**config.mk**
```make
export PLATFORM = sky130hd
export DESIGN_NAME = shift_arbiter_seq
export DESIGN_NICKNAME = d
export VERILOG_FILES = /design/src/rtl/shift_pkg.sv /design/src/rtl/shift_step.sv /design/src/rtl/shift_arbiter_seq.sv
export SDC_FILE = /design/constraint.sdc
export NUM_CORES = 1
export LEC_CHECK = 0
export ABC_AREA = 1
export CAP_MARGIN = 25
export CORE_MARGIN = 2
export CORE_UTILIZATION = 49
export DETAILED_ROUTE_END_ITERATION = 8
export GPL_ROUTABILITY_DRIVEN = 0
export PLACE_DENSITY = 0.84
export SYNTH_ARGS = -nofsm -noshare
export SYNTH_HDL_FRONTEND = slang
export SYNTH_SLANG_ARGS = --single-unit
```
**constraint.sdc**
```tcl
create_clock -name clk -period 4.79 [get_ports clk]
set_input_delay 0.958 -clock clk [delete_from_list [all_inputs] [get_ports clk]]
set_output_delay 0.958 -clock clk [all_outputs]
set_load 0.02 [all_outputs]
```
**src/rtl/shift_pkg.sv**
```systemverilog
// -----------------------------------------------------------------------------
// shift_pkg
//   Shared definitions for the shift arbiter/sequencer:
//     - default operand width and shift-amount width
//     - shift-type encodings carried on reqN_type
//     - FSM state encoding of the sequencer
// -----------------------------------------------------------------------------
package shift_pkg;

    localparam int DEF_WIDTH = 32;
    localparam int DEF_SHW   = 5;

    // Shift-type encodings
    localparam logic [1:0] SH_LSL = 2'd0;
    localparam logic [1:0] SH_LSR = 2'd1;
    localparam logic [1:0] SH_ASR = 2'd2;
    localparam logic [1:0] SH_ROR = 2'd3;

    // Sequencer states
    typedef enum logic [1:0] {
        ST_IDLE  = 2'd0,
        ST_SHIFT = 2'd1,
        ST_DONE  = 2'd2
    } state_t;

endpackage

```
**src/rtl/shift_step.sv**
```systemverilog
// -----------------------------------------------------------------------------
// shift_step
//   Combinational shift of a WIDTH-bit value by 0..STEP positions.
//   With STEP = WIDTH it acts as a full barrel shifter (used when the top is
//   built with SHIFT_BARREL_EN).
//
// Ports:
//   operand  in  WIDTH               value to shift
//   op       in  2                   SH_LSL / SH_LSR / SH_ASR / SH_ROR
//   amt      in  $clog2(STEP+1)      positions to shift, 0..STEP
//   result   out WIDTH               shifted value
// -----------------------------------------------------------------------------
module shift_step
    import shift_pkg::*;
#(
    parameter int WIDTH = DEF_WIDTH,
    parameter int STEP  = 1
) (
    input  logic [WIDTH-1:0]             operand,
    input  logic [1:0]                   op,
    input  logic [$clog2(STEP+1)-1:0]    amt,
    output logic [WIDTH-1:0]             result
);

    // Wide enough to hold WIDTH itself, so the rotate complement WIDTH-amt
    // is exact even for amt = 0.
    localparam int LW = $clog2(WIDTH) + 1;

    logic [LW-1:0] amt_ext;
    logic [LW-1:0] wrap;

    // NOTE: every variable written here gets a value on every path, so no
    // latch is inferred.
    always_comb begin
        amt_ext = LW'(amt);
        wrap    = LW'(WIDTH) - amt_ext;
        case (op)
            SH_LSL:  result = operand << amt;
            SH_LSR:  result = operand >> amt;
            // Arithmetic shift replicates the MSB; after any number of steps
            // the MSB is still the original one.
            SH_ASR:  result = $signed(operand) >>> amt;
            // Shifting left by WIDTH yields 0, so amt = 0 degrades cleanly
            // to the plain operand.
            SH_ROR:  result = (operand >> amt) | (operand << wrap);
            default: result = operand;
        endcase
    end

endmodule

```
**src/rtl/shift_arbiter_seq.sv**
```systemverilog
// -----------------------------------------------------------------------------
// shift_arbiter_seq
//   Shares one iterative shifter between two requesters. Round-robin grant in
//   IDLE, STEP positions per cycle in SHIFT, result held in DONE until taken.
//
//   Build option: SHIFT_BARREL_EN
//     defined   - SHIFT lasts exactly one cycle (full barrel shift, STEP ignored)
//     undefined - iterative shift, min(STEP, remaining) positions per cycle
//
// Ports:
//   clk, rst                         clock, synchronous active-high reset
//   req0_valid/ready/type/amt/data   requester 0 (execute stage)
//   req1_valid/ready/type/amt/data   requester 1 (mul/div helper path)
//     reqN_ready is combinational, high for one cycle on accept in IDLE
//   rsp_valid, rsp_ready             result handshake
//   rsp_id                           index of the requester owning rsp_data
//   rsp_data                         shifted result
//   busy                             high in SHIFT and DONE
// -----------------------------------------------------------------------------
module shift_arbiter_seq
    import shift_pkg::*;
#(
    parameter int WIDTH = DEF_WIDTH,
    parameter int STEP  = 1,
    parameter int SHW   = DEF_SHW
) (
    input  logic             clk,
    input  logic             rst,

    input  logic             req0_valid,
    output logic             req0_ready,
    input  logic [1:0]       req0_type,
    input  logic [SHW-1:0]   req0_amt,
    input  logic [WIDTH-1:0] req0_data,

    input  logic             req1_valid,
    output logic             req1_ready,
    input  logic [1:0]       req1_type,
    input  logic [SHW-1:0]   req1_amt,
    input  logic [WIDTH-1:0] req1_data,

    output logic             rsp_valid,
    input  logic             rsp_ready,
    output logic             rsp_id,
    output logic [WIDTH-1:0] rsp_data,
    output logic             busy
);

`ifdef SHIFT_BARREL_EN
    localparam int EFF_STEP = WIDTH;
`else
    localparam int EFF_STEP = STEP;
`endif
    localparam int AW = $clog2(EFF_STEP + 1);
    // One bit wider than the amount so EFF_STEP (up to WIDTH) fits alongside it.
    localparam int CW = SHW + 1;

    state_t           state;
    state_t           state_next;

    logic [1:0]       op_q;
    logic [SHW-1:0]   remaining_q;
    logic [WIDTH-1:0] data_q;
    logic             id_q;
    logic             rr_ptr_q;     // 0: requester 0 wins a tie, 1: requester 1

    logic             any_valid;
    logic             gnt_id;
    logic             accept;
    logic [1:0]       sel_type;
    logic [SHW-1:0]   sel_amt;
    logic [WIDTH-1:0] sel_data;

    logic [CW-1:0]    k_ext;
    logic [AW-1:0]    k;
    logic [SHW-1:0]   remaining_after;
    logic [WIDTH-1:0] stepped;

    // -------------------------------------------------------------------------
    // Arbitration: a lone requester always wins; a tie goes to the pointer.
    // -------------------------------------------------------------------------
    always_comb begin
        any_valid = req0_valid | req1_valid;
        if (req0_valid && req1_valid) begin
            gnt_id = rr_ptr_q;
        end else begin
            gnt_id = req1_valid;
        end
        sel_type = gnt_id ? req1_type : req0_type;
        sel_amt  = gnt_id ? req1_amt  : req0_amt;
        sel_data = gnt_id ? req1_data : req0_data;
    end

    // -------------------------------------------------------------------------
    // Step size for this cycle: k = min(EFF_STEP, remaining).
    // In barrel mode EFF_STEP = WIDTH > any amount, so k = remaining and SHIFT
    // completes in one cycle.
    // -------------------------------------------------------------------------
    always_comb begin
        if (CW'(remaining_q) > CW'(EFF_STEP)) begin
            k_ext = CW'(EFF_STEP);
        end else begin
            k_ext = CW'(remaining_q);
        end
        k               = AW'(k_ext);
        remaining_after = remaining_q - SHW'(k_ext);
    end

    shift_step #(
        .WIDTH (WIDTH),
        .STEP  (EFF_STEP)
    ) u_step (
        .operand (data_q),
        .op      (op_q),
        .amt     (k),
        .result  (stepped)
    );

    // -------------------------------------------------------------------------
    // FSM state register
    // -------------------------------------------------------------------------
    // NOTE: sequential state uses non-blocking assignments only, so every
    // register samples the pre-edge value of every other.
    always_ff @(posedge clk) begin
        if (rst) begin
            state <= ST_IDLE;
        end else begin
            state <= state_next;
        end
    end

    // -------------------------------------------------------------------------
    // FSM next state and request handshake
    // -------------------------------------------------------------------------
    always_comb begin
        state_next = state;
        accept     = 1'b0;
        req0_ready = 1'b0;
        req1_ready = 1'b0;
        case (state)
            ST_IDLE: begin
                // Ready is held off during reset so no one sees a false accept.
                if (any_valid && !rst) begin
                    accept     = 1'b1;
                    req0_ready = ~gnt_id;
                    req1_ready = gnt_id;
                    state_next = (sel_amt != '0) ? ST_SHIFT : ST_DONE;
                end
            end
            ST_SHIFT: begin
                if (remaining_after == '0) begin
                    state_next = ST_DONE;
                end
            end
            ST_DONE: begin
                // Handshake cycle returns to IDLE; the next accept is one
                // cycle later because ready only asserts in IDLE.
                if (rsp_ready) begin
                    state_next = ST_IDLE;
                end
            end
            default: state_next = ST_IDLE;
        endcase
    end

    // -------------------------------------------------------------------------
    // Operation registers
    // -------------------------------------------------------------------------
    // NOTE: the datapath registers are reset as well, because rsp_data and
    // rsp_id are driven straight from them and must read 0 after reset.
    always_ff @(posedge clk) begin
        if (rst) begin
            op_q        <= SH_LSL;
            remaining_q <= '0;
            data_q      <= '0;
            id_q        <= 1'b0;
            rr_ptr_q    <= 1'b0;
        end else if (accept) begin
            op_q        <= sel_type;
            remaining_q <= sel_amt;
            data_q      <= sel_data;
            id_q        <= gnt_id;
            rr_ptr_q    <= ~gnt_id;
        end else if (state == ST_SHIFT) begin
            data_q      <= stepped;
            remaining_q <= remaining_after;
        end
    end

    // -------------------------------------------------------------------------
    // Response side
    // -------------------------------------------------------------------------
    assign rsp_valid = (state == ST_DONE);
    assign rsp_id    = id_q;
    assign rsp_data  = data_q;
    assign busy      = (state != ST_IDLE);

endmodule

```
* Word level (Yosys, flattened, before mapping)
Index checks and enable logic that the tools add are counted.
** Cells by class
- Bitwise operators :: 3
- Mux-type cells :: 21
- Shift operators :: 4
- Add/sub/neg operators :: 2
- Reduce and logical (&&, ||, !) cells :: 10
- Eq/ne operators :: 8
- $lt $le $gt $ge :: 1
** Operator list (count)
- case mux 32 bit (4 select lines) :: 1
- two-way mux 32 bit :: 3
- bitwise OR 32 bit :: 1
- left shift 32 x 1 -> 32 bit :: 1
- left shift 32 x 6 -> 32 bit :: 1
- right shift 32 x 1 -> 32 bit :: 1
- >>> shifter 32 x 1 -> 32 bit :: 1
- two-way mux 5 bit :: 4
- two-way mux 2 bit :: 5
- two-way mux 1 bit :: 7
- equality test 2 bit (second input constant) :: 3
- case mux 2 bit (3 select lines) :: 1
- subtractor 6 x 1 -> 6 bit (first input constant) :: 1
- > comparator 5 x 1 -> 1 bit (second input constant) :: 1
- logical NOT 5 bit :: 1
- nonzero test 5 bit :: 1
- subtractor 5 bit :: 1
- equality test 2 x 1 -> 1 bit (second input constant) :: 2
- logical NOT 2 bit :: 2
- inequality test 2 bit (second input constant) :: 2
- nonzero test 2 bit :: 2
- AND reduction 3 bit :: 1
- logical AND 1 bit :: 2
- inequality test 2 x 1 -> 1 bit (second input constant) :: 1
- other kinds (3) :: 3
** Storage, ports and cells
- Output and inout bits :: 37
- Register bits after elaboration :: 43
- Logic and storage cells :: 55
- Input bits :: 83

* Logic depth before layout (Yosys ltp)
- Word-level depth :: 8
- Mapped depth :: 12
- Depth with buffers taken out :: 12

* By module
From an unflattened synthesis, not the netlist that was laid out.
** Unflattened totals
- Cell total of the unflattened synthesis :: 576
- Area, all modules :: 3504.6 µm²
** Modules (own cells, without submodules)
- shift_arbiter_seq :: cells each 398, times used 1, sequential area each 860.8 µm², area each 2561.2 µm²
- shift_step :: cells each 178, times used 1, sequential area each 0.0 µm², area each 943.4 µm²

* Least setup slack after synthesis
No wires, ideal clock.
- Kind :: input to output
- Start point :: in req1_valid
- End point :: out req0_ready
- Stages :: 6
- Buffers on the path :: 2
- Arrival :: 1.694 ns
- Path slack :: 2.138 ns
- Data required time :: 3.832 ns
- Path through :: buf_2 o21ai_2 nor2_4 nand2_2 inv_2 buf_6
** On the way
- Longest elaborated chain between the ends :: 5
- Elaborated cells on any way between the ends :: 7
- Those cells by class :: mux: 3; bitwise: 2; reduce/logical: 2
** Ends and longest elaborated chain
- start, declared :: RTL line shift_arbiter_seq.sv:36 : input logic req1_valid,
- logical AND 1 bit :: RTL line shift_arbiter_seq.sv:84 : if (req0_valid && req1_valid) begin
- two-way mux 1 bit :: RTL line shift_arbiter_seq.sv:84
- inverter 1 bit :: RTL line shift_arbiter_seq.sv:145 : req0_ready = ~gnt_id;
- two-way mux 1 bit * :: RTL line shift_arbiter_seq.sv:143 : if (any_valid && !rst) begin
- two-way mux 1 bit * :: RTL line shift_arbiter_seq.sv:140 : case (state)
- end, declared :: RTL line shift_arbiter_seq.sv:31 : output logic req0_ready,
Mark *: on every way between the ends. The rest lies on a longest branch, timed or not.

* Worst setup path in the final report
- Start point :: in rst
- End point :: out req0_ready
** On the way
- Longest elaborated chain between the ends :: 4
** Ends and longest elaborated chain
- start, declared :: RTL line shift_arbiter_seq.sv:28 : input logic rst,
- logical NOT 1 bit :: RTL line shift_arbiter_seq.sv:143
- logical AND 1 bit :: RTL line shift_arbiter_seq.sv:143
- two-way mux 1 bit :: RTL line shift_arbiter_seq.sv:143
- two-way mux 1 bit :: RTL line shift_arbiter_seq.sv:140
Every way passes these cells.

==> reports/summary.md <==
### Outcome
- **status** finished with violations
- **failing checks** design-rule violations

### Clock tree
- **source-to-sink clock delay at the later pin of the worst-skew pair** 300 ps
- **register clock-pin slew on the reported worst setup and hold paths** 90 ps
- **number of clock sinks seen by CTS** 43
- **Post-CTS Resized** 0
- **clock buffer depth** 2
- **number of CTS-inserted buffers** 5
- **number of hold-repair buffers added at the cts stage** 0
- **clock tree root buffer cell** clkbuf_8
- **# Post-CTS Setup Buffers** 0
- **CTS tree** yes
- **number of levels the H-tree was split into** 2

### Worst setup path
- **Arrival @ worst endpoint** 2930 ps
- **RR Startpoint** op_q[0]$_SDFFE_PP0P_
- **setup slack of the most critical reg-to-reg path** 2760 ps
- **kind of end point of the critical path** output pin
- **data required time of the worst path** 3830 ps
- **Reg2Reg Depth** 7
- **biggest fanout along the worst timing path** 20
- **r2r endpoint** rsp_data[4]$_SDFFE_PP0P_
- **kind of start point of the critical path** input pin
- **WS Path Type** input pin to output pin

### Job
- **maximum capacitance violations** 0

### STA
- **maximum clock skew at final layout** 5.65 ps
- **Post-Route Setup TNS** 0 ps
- **unrepaired setup endpoints after global routing** false
- **post-route minimum period** 3890 ps
- **final number of hold-violating endpoints** 0
- **Fmax achieved** 257 MHz
- **transition time at the pin with the least slew margin** 1000 ps
- **final-report setup violation count** 0
- **worst max-slew margin expressed relative to the limit** 32.9%
- **part of the cycle the worst path needs** 81.1%
- **Final Slew Violations** 0

### Synthesis
- **synthesized area per cell** 5.71 µm²
- **Synth area leaders** dfxtp_1 26%, nand2_1 20%, inv_1 9.0%, a21oi_1 8.2%, o21ai_0 8.2%
- **synthesis-stage register bit count** 43
- **most frequent cell after synthesis** nand2_1
- **cell accounting for the most synthesized area** dfxtp_1
- **share of the yosys chip area belonging to registers** 26.2%
- **main flop type after synthesis** dfxtp_1
- **number of cells produced by synthesis** 575
- **Syn Nets** 660
- **Mapped Area** 3280 µm²
- **post-synth top area share** 26.2%
- **Yosys warnings** 0
- **most instantiated cells after synthesis** 178 x nand2_1, 79 x inv_1, 54 x a21oi_1, 54 x o21ai_0, 48 x nand3_1
- **number of enable flip-flop cells after synthesis** 0
- **library cells used by synthesis** 28
- **share of flip-flops with an asynchronous set or reset** 0%

### Cells and area
- **number of inserted diodes** 0
- **share of layout cells above drive strength 1** 4.01%
- **synthesis-to-layout area growth** 38.2%
- **fill cell total of the finished layout** 588
- **Post-layout nets** 758
- **final standard cell utilization of the core** 70.7%

### Place
- **I/O Buffers** 119
- **sum of net half-perimeters after detailed placement** 7180 µm

### Floorplanning
- **number of cell rows** 29
- **top-level port count** 120
- **chip width** 85.9 µm
- **core region area** 6420 µm²
- **Die Ht** 85.9 µm
- **full die area** 7370 µm²
- **initial cell density of the core** 51.1%

### Global routing
- **wire length of the first global-routing pass** 16600 µm
- **number of antenna violations at the first check in global routing** 0
- **global routing usage summed across all routing layers** 27.6%
- **largest net degree at the start of global routing** 56
- **number of global-route vias before repair** 3647
- **total overflow reported by the global router** 0

### Worst hold path
- **hold path endpoint** rr_ptr_q$_SDFFE_PP0P_
- **Min-Delay Path Depth** 2
- **launch point of the worst hold path** rr_ptr_q$_SDFFE_PP0P_
- **path type of the worst min-delay path** flip-flop to flip-flop

### Power and ir drop
- **leakage power figure** 2.15 nW
- **worst supply voltage drop on vdd** 0.000273 V
- **power density normalized to cell area** 446 nW/µm²

### Drt
- **detailed-route via count** 4052
- **final wirelength** 10200 µm
- **number of violations reported at the end of detailed-routing iteration 0** 307
- **detailed-route DRC error count** 4
- **number of search-and-repair iterations in the first detailed-routing pass** 8
- **Antenna Nets Post-Route** 0
- **routed wirelength normalized by instance count** 13.6 µm
- **via density per instance** 5.40

-- cell families after synthesis --
group	share of synthesized area [%]
flops	26.2
compound gates	23.8
fa+ha+maj	0.762
buf+inv	15.3
simple gates	33.9
-- flip-flops by register name, indices dropped and copies added (netlist names) --
| signal | flops |
|---|---|
| rsp_id | 1 |
| state | 2 |
| remaining_q | 5 |
| rr_ptr_q | 1 |
| rsp_data | 32 |
| op_q | 2 |
-- area by class of cell --
cell class / count / area (µm²) / share of cell area (%)
Tap cell: 77 / 96.3 / 2.12
Clock buffer: 5 / 68.8 / 1.52
Multi-Input combinational cell: 415 / 1930 / 42.5
Timing Repair Buffer: 125 / 1260 / 27.7
Sequential cell: 43 / 861 / 19.0
Inverter: 83 / 312 / 6.87
Clock inverter: 3 / 15.0 / 0.331
-- where the power goes --
group          switching, W  total [W]  internal (W)
logic              0.000733    0.00124      0.000512
registers         0.0000972   0.000546      0.000449
clock network      0.000132   0.000232      0.000100
-- worst max-delay path by stage --
stage	endpoint	from	cells after the start
floorplan	req0_ready	req1_valid	6
global placement	req0_ready	rst	7
detailed placement	req0_ready	rst	7
CTS	req0_ready	rst	7
global route	req0_ready	rst	7
finish	req0_ready	rst	7
-- stage by stage --
| stage | power [W] | cells | cell area [µm²] | hold slack [ps] | worst slack [ps] |
|---|---|---|---|---|---|
| 2_1_floorplan | 0.00138 | 575 | 3280 | 455 | 2140 |
| 3_3_place_gp | 0.00172 | 742 | 4430 | 493 | 966 |
| 3_5_place_dp | 0.00176 | 742 | 4430 | 501 | 923 |
| 4_1_cts | 0.00199 | 750 | 4510 | 518 | 917 |
| 5_1_grt | 0.00221 | 751 | 4540 | 554 | 795 |
| 6_report | 0.00202 | 751 | 4540 | 515 | 904 |
-- cells in the final DEF, fill, tap and decap left out, drive strengths merged --
| cell type | instances |
|---|---|
| a211oi | 1 |
| a21oi | 54 |
| a31oi | 3 |
| buf | 6 |
| clkbuf | 5 |
| clkdlybuf4s50 | 119 |
| clkinv | 3 |
| dfxtp | 43 |
| ha | 2 |
| inv | 83 |
| nand2 | 180 |
| nand3 | 48 |
| nand3b | 2 |
| nand4 | 1 |
| nor2 | 33 |
| nor3 | 3 |
| o211ai | 4 |
| o21a | 1 |
| o21ai | 72 |
| o21bai | 8 |
| o22ai | 3 |
-- critical path: stages --
cell	delay [ps]
clkdlybuf4s50_1	500
inv_2	330
o21ai_2	160
nor2_4	200
nand2_2	100
inv_2	70
clkdlybuf4s50_1	590
-- layer usage --
metal	vias up	track usage, %	part of all wire [%]
met5	-	0	0
met4	0	6.64	1.2
met3	10	4.52	6.9
met2	182	48.2	50
met1	1828	35.5	42
li1	2032	-	-
Note: power is estimated with default switching activity, not from simulation.
